`src/rtl/mem_port_arbiter.sv`:
```
// mem_port_arbiter: shares one memory port between fetch and load/store,
// data-first with a fetch starvation guard, one outstanding transaction.
module mem_port_arbiter #(
    parameter int addr_w       = 48,
    parameter int starve_limit = 4
) (
    input  logic              clk,
    input  logic              reset,
    input  logic              if_req,
    input  logic [addr_w-1:0] if_addr,
    input  logic              if_flush,
    output logic              if_gnt,
    output logic              if_rvalid,
    output logic [31:0]       if_rdata,
    input  logic              d_req,
    input  logic [addr_w-1:0] d_addr,
    input  logic              d_we,
    input  logic [63:0]       d_wdata,
    output logic              d_gnt,
    output logic              d_rvalid,
    output logic [63:0]       d_rdata,
    output logic              mem_req,
    output logic [addr_w-1:0] mem_addr,
    output logic              mem_we,
    output logic [63:0]       mem_wdata,
    input  logic              mem_ready,
    input  logic [63:0]       mem_rdata
);
    localparam int cw = $clog2(starve_limit + 1);
    localparam logic [cw-1:0] lim = cw'(starve_limit);

    typedef enum logic [1:0] {IDLE, IF_BUSY, D_BUSY} state_t;

    state_t        state;
    logic [cw-1:0] starve_cnt;
    logic          kill;
    logic          idle;
    logic          if_win;
    logic          done;

    // Grants are combinational so a request is accepted in its first IDLE cycle.
    always_comb begin
        idle   = !reset && state == IDLE;
        if_win = if_req && (!d_req || starve_cnt >= lim);
        if_gnt = idle && if_win;
        d_gnt  = idle && d_req && !if_win;
        done   = state != IDLE && mem_ready;
    end

    always_ff @(posedge clk or posedge reset) begin
        if (reset) begin
            state      <= IDLE;
            starve_cnt <= '0;
            kill       <= 1'b0;
            if_rvalid  <= 1'b0;
            if_rdata   <= '0;
            d_rvalid   <= 1'b0;
            d_rdata    <= '0;
            mem_req    <= 1'b0;
            mem_addr   <= '0;
            mem_we     <= 1'b0;
            mem_wdata  <= '0;
        end else begin
            if_rvalid  <= 1'b0;
            d_rvalid   <= 1'b0;
            starve_cnt <= (!if_req || if_gnt) ? '0 :
                          (d_gnt && starve_cnt != lim) ? starve_cnt + 1'b1 : starve_cnt;
            if (if_gnt || d_gnt) begin
                state     <= if_gnt ? IF_BUSY : D_BUSY;
                mem_req   <= 1'b1;
                mem_addr  <= if_gnt ? if_addr : d_addr;
                mem_we    <= d_gnt && d_we;
                mem_wdata <= d_wdata;
                kill      <= if_gnt && if_flush;
            end else if (done) begin
                state   <= IDLE;
                mem_req <= 1'b0;
                kill    <= 1'b0;
                if (state == IF_BUSY) begin
                    // A flush on the completing cycle still kills the response.
                    if_rvalid <= !kill && !if_flush;
                    if_rdata  <= mem_addr[2] ? mem_rdata[63:32] : mem_rdata[31:0];
                end else begin
                    d_rvalid <= 1'b1;
                    if (!mem_we) d_rdata <= mem_rdata;
                end
            end else if (state == IF_BUSY && if_flush) begin
                kill <= 1'b1;
            end
        end
    end
endmodule

```
`config.mk`:
```
export PLATFORM = sky130hd
export DESIGN_NAME = mem_port_arbiter
export DESIGN_NICKNAME = d
export VERILOG_FILES = /design/src/rtl/mem_port_arbiter.sv
export SDC_FILE = /design/constraint.sdc
export NUM_CORES = 1
export LEC_CHECK = 0
export ABC_AREA = 1
export CORE_AREA = 5 5 185 187
export DETAILED_ROUTE_END_ITERATION = 8
export DIE_AREA = 0 0 190 192
export PLACE_DENSITY = 0.61
export SKIP_LAST_GASP = 1
export SLEW_MARGIN = 20
export SYNTH_ARGS = -nofsm -noshare
export SYNTH_HDL_FRONTEND = slang
export SYNTH_SLANG_ARGS = --single-unit
```
`constraint.sdc`:
```
create_clock -name clk -period 22.5 [get_ports clk]
set_input_delay 5.625 -clock clk [delete_from_list [all_inputs] [get_ports clk]]
set_output_delay 5.625 -clock clk [all_outputs]
set_load 0.1 [all_outputs]
```
==> Word-level counts from Yosys, hierarchy flattened <==
Index checks and enable logic that the tools add are counted.
Widths: inputs -> output; s select.
{ "classes": {"n_mux": 18, "eq_ne": 2, "n_bitwise": 3, "n_addsub": 1, "reduce_logical": 27, "n_lt_le_gt_ge": 1} }
{ "op_table": {"columns": ["cell", "n"], "rows": [
  ["$mux 48", 1],
  ["$mux 32", 1],
  ["$logic_and 1x1->1", 11],
  ["$mux 1", 11],
  ["$logic_not 1->1", 6],
  ["$mux 2", 3],
  ["$mux 3", 2],
  ["$reduce_bool 2->1", 3],
  ["$reduce_and 4->1", 1],
  ["$add 3x1->3 const B", 1],
  ["$ge 3x3->1 const B", 1],
  ["$logic_or 1x1->1", 3],
  ["$ne 3x3->1 const B", 1],
  ["$not 1->1", 3],
  ["$reduce_and 3->1", 1],
  ["$reduce_bool 3->1", 1],
  ["$eq 2x1->1 const B", 1],
  ["$logic_not 2->1", 1]
]} }
{ "word_totals": {"inputBits": 231, "ff_bits": 218, "output_inout_bits": 214} }

==> Depth between registers and ports, before layout <==
Gate-level depths: netlist of run 1.
{ "depth": {"word_depth": 8, "depth_mapped": 9, "mapped_depth_nobuf": 8} }

==> Worst setup path after synthesis of run 1 <==
No wires, ideal clock.
{ "synth_timing": {"path_kind": "input -> output", "start": "input port reset", "end": "output port d_gnt", "required_ns": 16.875, "cell_stages": 5, "n_path_buf": 0, "path_slack_ns": 5.012, "arrival_ns": 11.863, "cell_sequence": "inv_1 nand2_1 nor2_1 nand2_1 inv_1"} }
{ "synth_between": {"elab_chain_cells": 4} }
{ "synth_lines": {"columns": ["item", "line_no", "text"], "rows": [
  ["start, declared", "8", "input logic reset,"],
  ["$logic_not 1->1 (no source line)", null, null],
  ["$logic_and 1x1->1", "43", "idle = !reset && state == IDLE;"],
  ["$logic_and 1x1->1 (2 in a row)", "46", "d_gnt = idle && d_req && !if_win;"],
  ["end, declared", "19", "output logic d_gnt,"]
]} }
Every way passes these cells.

==> Worst setup path in the final report of run 1 <==
Same ends and word-level chain as after synthesis.

==> run_results.csv, run 1 <==
group,metric,value,unit
clock_tree,cts_inserted_buffers,25,
sta,slew_viol_final,0,
global_routing,globalRouteTotalUtil,0.182,
clock_tree,cts.reportedPaths.clkPinSlew,0.05,ns
die,core_region_area,32300,sq um
synthesis,synth_warnings,0,
synthesis,synth_fp_nets,1456,
setup_path,critPathRequiredTime,16.88,ns
synthesis,synth_top_cell_area_share,0.571,
setup_path,critPathTopFamily,"buffers and inverters",
detailed_routing,aggregate_routed_wire_length,34700,um
synthesis,synth_enable_flop_cells,0,
setup_path,worst-setup-path-type,"input port to primary output",
hold_path,hold_path_class,"register to register",
die,dieHeight,192,um
detailed_routing,detailroute.wirelength.met2,16300,um
setup_path,critPathMaxStageDelay,1.16,ns
synthesis,yosys_most_used_dff,"dfrtp_1",
detailed_routing,detailroute.via_count,9107,
final_layout,area.growth.synth_to_final,58.9,%
detailed_routing,routed_via_density,4.33,
status,status,"completed",
setup_path,worstPathBufferInverterCount,4,
sta,setup_viols_final,0,
synthesis,yosysMostFrequentCell,"nand2_1",
detailed_routing,wl_met3,3670,um
die,chipWidth,190,um
die,floorplan.io_pins,445,
global_routing,grt_pass1_wl,52800,um
global_routing,first_global_vias,9422,
detailed_routing,drc,0,
synthesis,netlist-cell-type-count,21,
clock_tree,clk_latency,0.52,ns
sta,fin_crit_sh,0.631,
setup_path,kind_of_launch_point_of_the_worst_setup_path,"input port",
synthesis,synth_common_cells,"nand2_1, dfrtp_1, inv_1",
placement,port_buffers,444,
setup_path,cp-end-kind,"primary output",
clock_tree,cts_tree,"built",
final_layout,design.final.nets,1877,
clock_tree,post_cts.resized_instances,0,
die,std_cell_rows,66,
placement,dp_hpwl,25000,um
clock_tree,clock_sinks,218,
flow_run,max_cap_viol_count,0,
synthesis,synth.area.top_cells,"dfrtp_1, nand2_1, inv_1",
sta,rsz0062_at_grt,"false",
final_layout,n_antenna_cell,0,
clock_tree,root_buffer_master,"clkbuf_16",
setup_path,critical_path.max_fanout,76,
sta,period_needed,14.21,ns
synthesis,post_synthesis_cell_count,1223,
global_routing,grt_antenna_before_repair,1,
global_routing,grt.overflow.total,0,
synthesis,netlist_area,9550,sq um
detailed_routing,drtIter0Drc,359,
synthesis,synthesis.area_per_instance,7.81,sq um
setup_path,worstPathCellList,"clkdlybuf4s50_1 -> inv_8 -> nand2_1 -> nor2_1 -> nand2_1 -> inv_1 -> clkdlybuf4s50_1",
clock_tree,cts.hold.buffers_added,0,
setup_path,cp_slowest_cell,"clkdlybuf4s50_1",
detailed_routing,wirelength_met1,14000,um
sta,clock.fmax,0.0704,GHz
synthesis,ys_seq_elements,218,
die,start_util,0.296,
detailed_routing,drtAntennaViolNets,0,
sta,final.setup_skew,0.00939,ns
clock_tree,htreeDepth,1,
clock_tree,post_cts.repair.setup_buffers,0,
detailed_routing,average_routed_wire_per_standard_cell,16.5,um
setup_path,cp.arrival,8.58,ns
sta,timing_hold_violations_final,0,
placement,gp_routability_congestion,0.842,
detailed_routing,detail_route.first_pass.iterations,6,
synthesis,synth_largest_area_cell,"dfrtp_1",
die,die-area,36500,sq um
synthesis,postSynth.asyncResetShare,1.00,
sta,timing.setup.tns,0,ns
final_layout,final_layout_size_suffix_gt1_frac,0.0362,
clock_tree,clk_path_buf_depth,3,
detailed_routing,highest_layer,"met4",
sta,measured_slew_at_the_worst_slew_check_pin,1.08,ns
sta,timing.max_slew.rel_slack,0.278,
synthesis,yosysSeqAreaShare,0.571,
global_routing,grt_max_degree,93,
==> placed cells by master (no fill, tap or decap) <==
master / n
nand2_1: 630
clkdlybuf4s50_1: 444
dfrtp_1: 217
inv_1: 137
nand3_1: 85
o21ai_0: 58
clkbuf_16: 25
buf_4: 12
nor2_1: 9
o21ai_1: 7
clkbuf_8: 7
clkbuf_1: 5
clkinv_2: 4
inv_2: 2
nor2_4: 2
ha_1: 2
bufinv_16: 2
inv_8: 1
a21oi_4: 1
nand4_1: 1
nor2_2: 1
nand2_2: 1
nor3_1: 1
a21o_1: 1
xnor2_1: 1
o31ai_1: 1
buf_6: 1
dfrtp_2: 1
==> worst register-to-register path, cell delays in order (launching register included) <==
cell and delay, ns:
dfrtp_1 0.40, nor2_1 0.32, nand2_1 0.25, a21oi_4 0.20
buf_4 0.42, buf_4 0.69, nand3_1 0.37, nand2_1 0.12
==> registers in the layout, summed over array words and instances, names as in the netlist, 2 cells and up <==
name / flops
if_rdata: 32
mem_wdata: 64
state: 2
d_rdata: 64
starve_cnt: 3
mem_addr: 48
==> logic make-up (layout without fill, tap and decap cells) <==
logic type	count (synthesis)	in the layout	synth area share
compound gates	68	68	0.0366
xor+xnor	1	1	0.000917
fa+ha+maj	2	2	0.00262
buf+inv	204	640	0.0898
flops	218	218	0.571
simple gates	730	730	0.299
==> stage by stage <==
step                area [sq um]  setup slack, ns  hold slack, ns  std cells   util
floorplan                   9550             5.01           0.410       1223      -
global placement           14300             8.18           0.424       2058  0.444
detailed placement         14300             8.18           0.433       2058  0.444
CTS                        15200             8.16           0.440       2100  0.469
global route               15200             7.98           0.460       2101  0.470
finish                     15200             8.29           0.438       2101  0.470
==> path summary, 6_finish.rpt <==
kind	from	endpoint	slack, ns	depth (start not counted)
setup / recovery	reset	d_gnt	8.29	7
min in group asynchronous	reset	mem_wdata[56]	5.55	2
hold reg to reg	kill	if_rvalid	0.44	1
max in group asynchronous	reset	mem_addr[2]	14.56	4
setup reg to reg	state[1]	mem_addr[41]	19.67	7
hold / removal	kill	if_rvalid	0.44	1
==> routing by layer <==
metal / GRT usage / vias to the layer above
li1: - / 4510
met2: 0.312 / 363
met1: 0.216 / 4186
met5: 0 / -
met4: 0.0456 / 0
met3: 0.0703 / 48
==> area by class of cell <==
class                      instances  area (sq um)
inverter                         141           538
clock buffer                      37           741
timing repair buffer             457          4550
sequential                       218          5460
clock inverter                     5          75.1
multi-input combinational        801          3260
fill                            3188         17100
tap                              442           553
Power of run 1 is left out: the tool's default activity adds up to more than one toggle a clock period on the data nets, which glitch-free logic cannot reach.
==> run 2: changes to the inputs <==
--- a/config.mk
+++ b/config.mk
@@ -9,7 +9,7 @@
 export CORE_AREA = 5 5 185 187
 export DETAILED_ROUTE_END_ITERATION = 8
 export DIE_AREA = 0 0 190 192
-export PLACE_DENSITY = 0.61
+export PLACE_DENSITY = 0.63
 export SKIP_LAST_GASP = 1
 export SLEW_MARGIN = 20
 export SYNTH_ARGS = -nofsm -noshare
==> constraint.sdc (replaced) <==
create_clock -name clk -period 11.38 [get_ports clk]
set_input_delay 2.845 -clock clk [delete_from_list [all_inputs] [get_ports clk]]
set_output_delay 2.845 -clock clk [all_outputs]
set_load 0.1 [all_outputs]
==> run_results.csv, run 2 (synthesized netlist as in run 1, its figures left out) <==
group,metric,value,unit
final_layout,num-fill-cells,3163,
hold_path,hold_path_class,"register to register",
final_layout,layout.cells.most_common,"nand2_1",
clock_tree,cts.hold.buffers_added,0,
detailed_routing,drc,0,
status,status,"completed",
setup_path,critPathMaxStageDelay,1.16,ns
sta,post-route-worst-setup-slack,3.23,ns
clock_tree,post_cts.repair.setup_buffers,0,
setup_path,worstPathCellList,"clkdlybuf4s50_1 -> clkinvlp_4 -> nand2_1 -> nor2_1 -> nand2_1 -> inv_1 -> clkdlybuf4s50_1",
detailed_routing,average_routed_wire_per_standard_cell,16.3,um
setup_path,worstSetupEndpoint,"d_gnt",
final_layout,area.growth.synth_to_final,59.1,%
clock_tree,clk_latency,0.52,ns
setup_path,cp_slowest_cell,"clkdlybuf4s50_1",
final_layout,final_layout_size_suffix_gt1_frac,0.0373,
global_routing,grt.overflow.total,0,
clock_tree,clock_sinks,218,
sta,clock.fmax,0.123,GHz
die,die-area,36500,sq um
detailed_routing,drtAntennaViolNets,0,
final_layout,largest_registers,"d_rdata: 64 flops, mem_wdata: 64 flops, mem_addr: 48 flops",
sta,measured_slew_at_the_worst_slew_check_pin,1.16,ns
detailed_routing,detailroute.via_count,9147,
setup_path,crit_start,"reset",
global_routing,grt_max_degree,97,
die,std_cell_rows,66,
clock_tree,cts.reportedPaths.clkPinSlew,0.06,ns
global_routing,grt_pass1_wl,52800,um
setup_path,kind_of_launch_point_of_the_worst_setup_path,"input port",
die,start_util,0.296,
global_routing,globalRouteTotalUtil,0.182,
setup_path,r2r_cells,7,
die,core_region_area,32300,sq um
sta,setup_viols_final,0,
sta,final.setup_skew,0.0153,ns
placement,port_buffers,444,
setup_path,critPathTopFamily,"buffers and inverters",
clock_tree,root_buffer_master,"clkbuf_16",
setup_path,worstPathBufferInverterCount,4,
sta,timing_hold_violations_final,0,
setup_path,cp.arrival,5.30,ns
detailed_routing,detail_route.first_pass.iterations,4,
setup_path,r2r_slack,8.62,ns
detailed_routing,routed_via_density,4.35,
flow_run,max_cap_viol_count,0,
detailed_routing,drtIter0Drc,380,
final_layout,design_area,15200,sq um
clock_tree,cts_tree,"built",
sta,fin_crit_sh,0.716,
setup_path,crit-reg2reg-capture,"mem_addr[42]",
sta,slew_viol_final,0,
clock_tree,post_cts.resized_instances,0,
sta,timing.max_slew.rel_slack,0.224,
clock_tree,clk_path_buf_depth,3,
placement,gp_routability_congestion,0.829,
sta,rsz0062_at_grt,"false",
die,chipWidth,190,um
setup_path,worst-setup-path-type,"input port to primary output",
global_routing,grt_antenna_before_repair,2,
final_layout,design.final.nets,1877,
setup_path,critical_path.max_fanout,4,
setup_path,worstReg2RegStart,"state[1]",
placement,dp_hpwl,24600,um
final_layout,most-common-layout-cells,"nand2_1, clkdlybuf4s50_1, dfrtp_1",
sta,period_needed,8.15,ns
setup_path,worst-path-stages,7,
clock_tree,cts_inserted_buffers,25,
setup_path,cp-end-kind,"primary output",
placement,post-place-ws,3.19,ns
clock_tree,htreeDepth,1,
placement,detailed_place.area,14300,sq um
die,floorplan.io_pins,445,
setup_path,critPathRequiredTime,8.54,ns
global_routing,first_global_vias,9329,
sta,timing.setup.tns,0,ns
detailed_routing,aggregate_routed_wire_length,34300,um
die,dieHeight,192,um
## run 2: changes by cell type in the layout (fill, tap and decap cells not counted), sizes merged
cell      previous run  this run
bufinv               2         3
diode                0         1
clkinv               4         7
inv                140       139
clkbuf              37        36
clkinvlp             0         1
## run 2: layout make-up
class	count	area [sq um]	share of cell area
Sequential cell	218	5460	0.359
Inverter	141	534	0.0352
Clock inverter	9	120	0.00791
Multi-Input combinational cell	801	3260	0.215
Clock buffer	36	717	0.0472
Antenna cell	1	2.50	0.000165
Timing Repair Buffer	457	4550	0.299
Tap cell	442	553	0.0364
## run 2: through the flow
stage	cells	utilization	hold WS [ns]
global placement	2059	0.444	0.422
floorplan	1223	-	0.410
CTS	2104	0.470	0.442
finish	2105	0.470	0.438
detailed placement	2059	0.444	0.434
global route	2105	0.470	0.485
## run 2: how the worst min path moves through the flow
stage / start / to / slack, ns / cells after the start
after floorplan: kill / if_rvalid / 0.41 / 1
after global placement: kill / if_rvalid / 0.42 / 1
after detailed placement: kill / if_rvalid / 0.43 / 1
after CTS: kill / if_rvalid / 0.44 / 1
after global routing: d_rdata[34] / d_rdata[34] / 0.48 / 2
final: kill / if_rvalid / 0.44 / 1
## run 2: per-layer routing
metal	track usage	part of all wire
met5	0	0.00038
met1	0.221	0.40
met2	0.299	0.46
met4	0.0568	0.030
met3	0.0700	0.11
## run 2: worst reg2reg max path: stages, from the launching register on
cell	delay (ns)
dfrtp_1	0.39
nor2_1	0.34
nand2_1	0.25
a21oi_4	0.21
buf_4	0.36
buf_4	0.74
nand3_1	0.28
nand2_1	0.11
Power of run 2 is left out for the same reason.
==> run 3: changes to the inputs <==
==> constraint.sdc (replaced) <==
create_clock -name clk -period 7.3 [get_ports clk]
set_input_delay 1.825 -clock clk [delete_from_list [all_inputs] [get_ports clk]]
set_output_delay 1.825 -clock clk [all_outputs]
set_load 0.1 [all_outputs]
==> run_results.csv, run 3 (synthesized netlist as in run 1, its figures left out) <==
group,metric,value,unit
detailed_routing,aggregate_routed_wire_length,34300,um
global_routing,grt.overflow.total,0,
clock_tree,clock_sinks,218,
clock_tree,cts.hold.buffers_added,0,
die,floorplan.io_pins,445,
clock_tree,clk_path_buf_depth,3,
sta,fin_crit_sh,0.717,
setup_path,kind_of_launch_point_of_the_worst_setup_path,"input port",
setup_path,cp-end-kind,"primary output",
clock_tree,root_buffer_master,"clkbuf_16",
sta,timing.setup.tns,0,ns
sta,clock.fmax,0.191,GHz
sta,rsz0062_at_grt,"false",
clock_tree,cts.reportedPaths.clkPinSlew,0.06,ns
sta,slew_viol_final,0,
placement,gp_routability_congestion,0.836,
detailed_routing,drtIter0Drc,420,
hold_path,hold_path_class,"register to register",
die,chipWidth,190,um
setup_path,cp.arrival,3.41,ns
die,std_cell_rows,66,
setup_path,worstPathCellList,"clkdlybuf4s50_1 -> clkinvlp_4 -> nand2_1 -> nor2_1 -> nand2_1 -> inv_1 -> buf_4",
die,start_util,0.296,
detailed_routing,drtAntennaViolNets,0,
setup_path,cp_slowest_cell,"clkdlybuf4s50_1",
sta,period_needed,5.23,ns
setup_path,critical_path.max_fanout,4,
clock_tree,post_cts.repair.setup_buffers,0,
global_routing,grt_pass1_wl,53300,um
die,core_region_area,32300,sq um
clock_tree,cts_tree,"built",
die,die-area,36500,sq um
final_layout,most-common-layout-cells,"nand2_1, clkdlybuf4s50_1, dfrtp_1",
sta,final.setup_skew,0.00896,ns
detailed_routing,detail_route.first_pass.iterations,5,
placement,port_buffers,444,
final_layout,core_occupancy_in_the_finished_layout,0.470,
global_routing,gr-usage-met2,0.314,
final_layout,area.growth.synth_to_final,59.0,%
final_layout,largest_registers,"d_rdata: 64 flops, mem_wdata: 64 flops, mem_addr: 48 flops",
global_routing,grt_antenna_before_repair,2,
clock_tree,cts_inserted_buffers,25,
global_routing,global_route.usage.met3,0.0567,
sta,setup_viols_final,0,
sta,measured_slew_at_the_worst_slew_check_pin,1.12,ns
global_routing,first_global_vias,9617,
final_layout,num-fill-cells,3145,
setup_path,worst-setup-path-type,"input port to primary output",
sta,timing_hold_violations_final,0,
detailed_routing,routed_via_density,4.38,
flow_run,max_cap_viol_count,0,
detailed_routing,drc,0,
global_routing,grt.busiest_layer,"met2",
placement,dp_hpwl,24400,um
setup_path,path_common_cell,"nand2_1",
clock_tree,clk_latency,0.52,ns
status,status,"completed",
detailed_routing,average_routed_wire_per_standard_cell,16.3,um
setup_path,critPathMaxStageDelay,0.47,ns
final_layout,design.final.nets,1875,
setup_path,critPathRequiredTime,5.48,ns
clock_tree,post_cts.resized_instances,0,
global_routing,grt_max_degree,150,
final_layout,final_layout_size_suffix_gt1_frac,0.0356,
sta,timing.max_slew.rel_slack,0.254,
detailed_routing,detailroute.via_count,9198,
die,dieHeight,192,um
clock_tree,htreeDepth,1,
final_layout,layout.cells.most_common,"nand2_1",
global_routing,use_met1,0.217,
global_routing,globalRouteTotalUtil,0.182,
run 3: cell types whose count changed in the layout (fill, tap and decap cells not counted), moves of 2 or more:
| cell | change |
|---|---|
| clkbuf_1 | +2 |
| clkbuf_8 | -2 |
| clkdlybuf4s50_1 | -2 |
| clkinv_2 | -3 |
run 3: worst paths after layout:
| kind | from | to | slack (ns) | cells past startpoint |
|---|---|---|---|---|
| hold reg to reg | kill | if_rvalid | 0.44 | 1 |
| setup / recovery | reset | d_gnt | 2.07 | 7 |
| max in group asynchronous | reset | d_rdata[63] | 3.75 | 4 |
| min in group asynchronous | reset | mem_addr[13] | 1.95 | 3 |
| hold / removal | kill | if_rvalid | 0.44 | 1 |
| setup reg to reg | state[1] | mem_wdata[39] | 3.87 | 7 |
run 3: routing by layer:
metal / vias to the layer above / wire length, um / part of all wire
li1: 4510 / - / -
met1: 4283 / 13800 / 0.40
met2: 344 / 16500 / 0.48
met3: 59 / 3010 / 0.088
met4: 2 / 1030 / 0.030
met5: - / 13 / 0.00038
run 3: critical path: cells and delay by family:
| family | cells | cell delay, ns |
|---|---|---|
| buffers and inverters | 4 | 1.10 |
| AND/OR/NAND/NOR | 3 | 0.48 |
run 3: layout make-up:
class                           count  area [sq um]  area share
Timing Repair Buffer              455          4530       0.299
Clock inverter                      8           144     0.00948
Antenna cell                        1          2.50    0.000165
Sequential cell                   218          5460       0.359
Tap cell                          442           553      0.0364
Clock buffer                       36           697      0.0459
Multi-Input combinational cell    801          3260       0.215
Inverter                          141           534      0.0352
run 3: metrics by stage:
stage                     setup slack [ns]  area (sq um)  cells  hold slack (ns)
after floorplan                     -0.574          9560   1223            0.410
after global placement                2.02         14300   2057            0.421
after detailed placement              2.02         14300   2057            0.426
after CTS                             2.03         15200   2101            0.448
after global routing                  1.95         15200   2102            0.473
final                                 2.07         15200   2102            0.443
Power of run 3 is left out for the same reason.
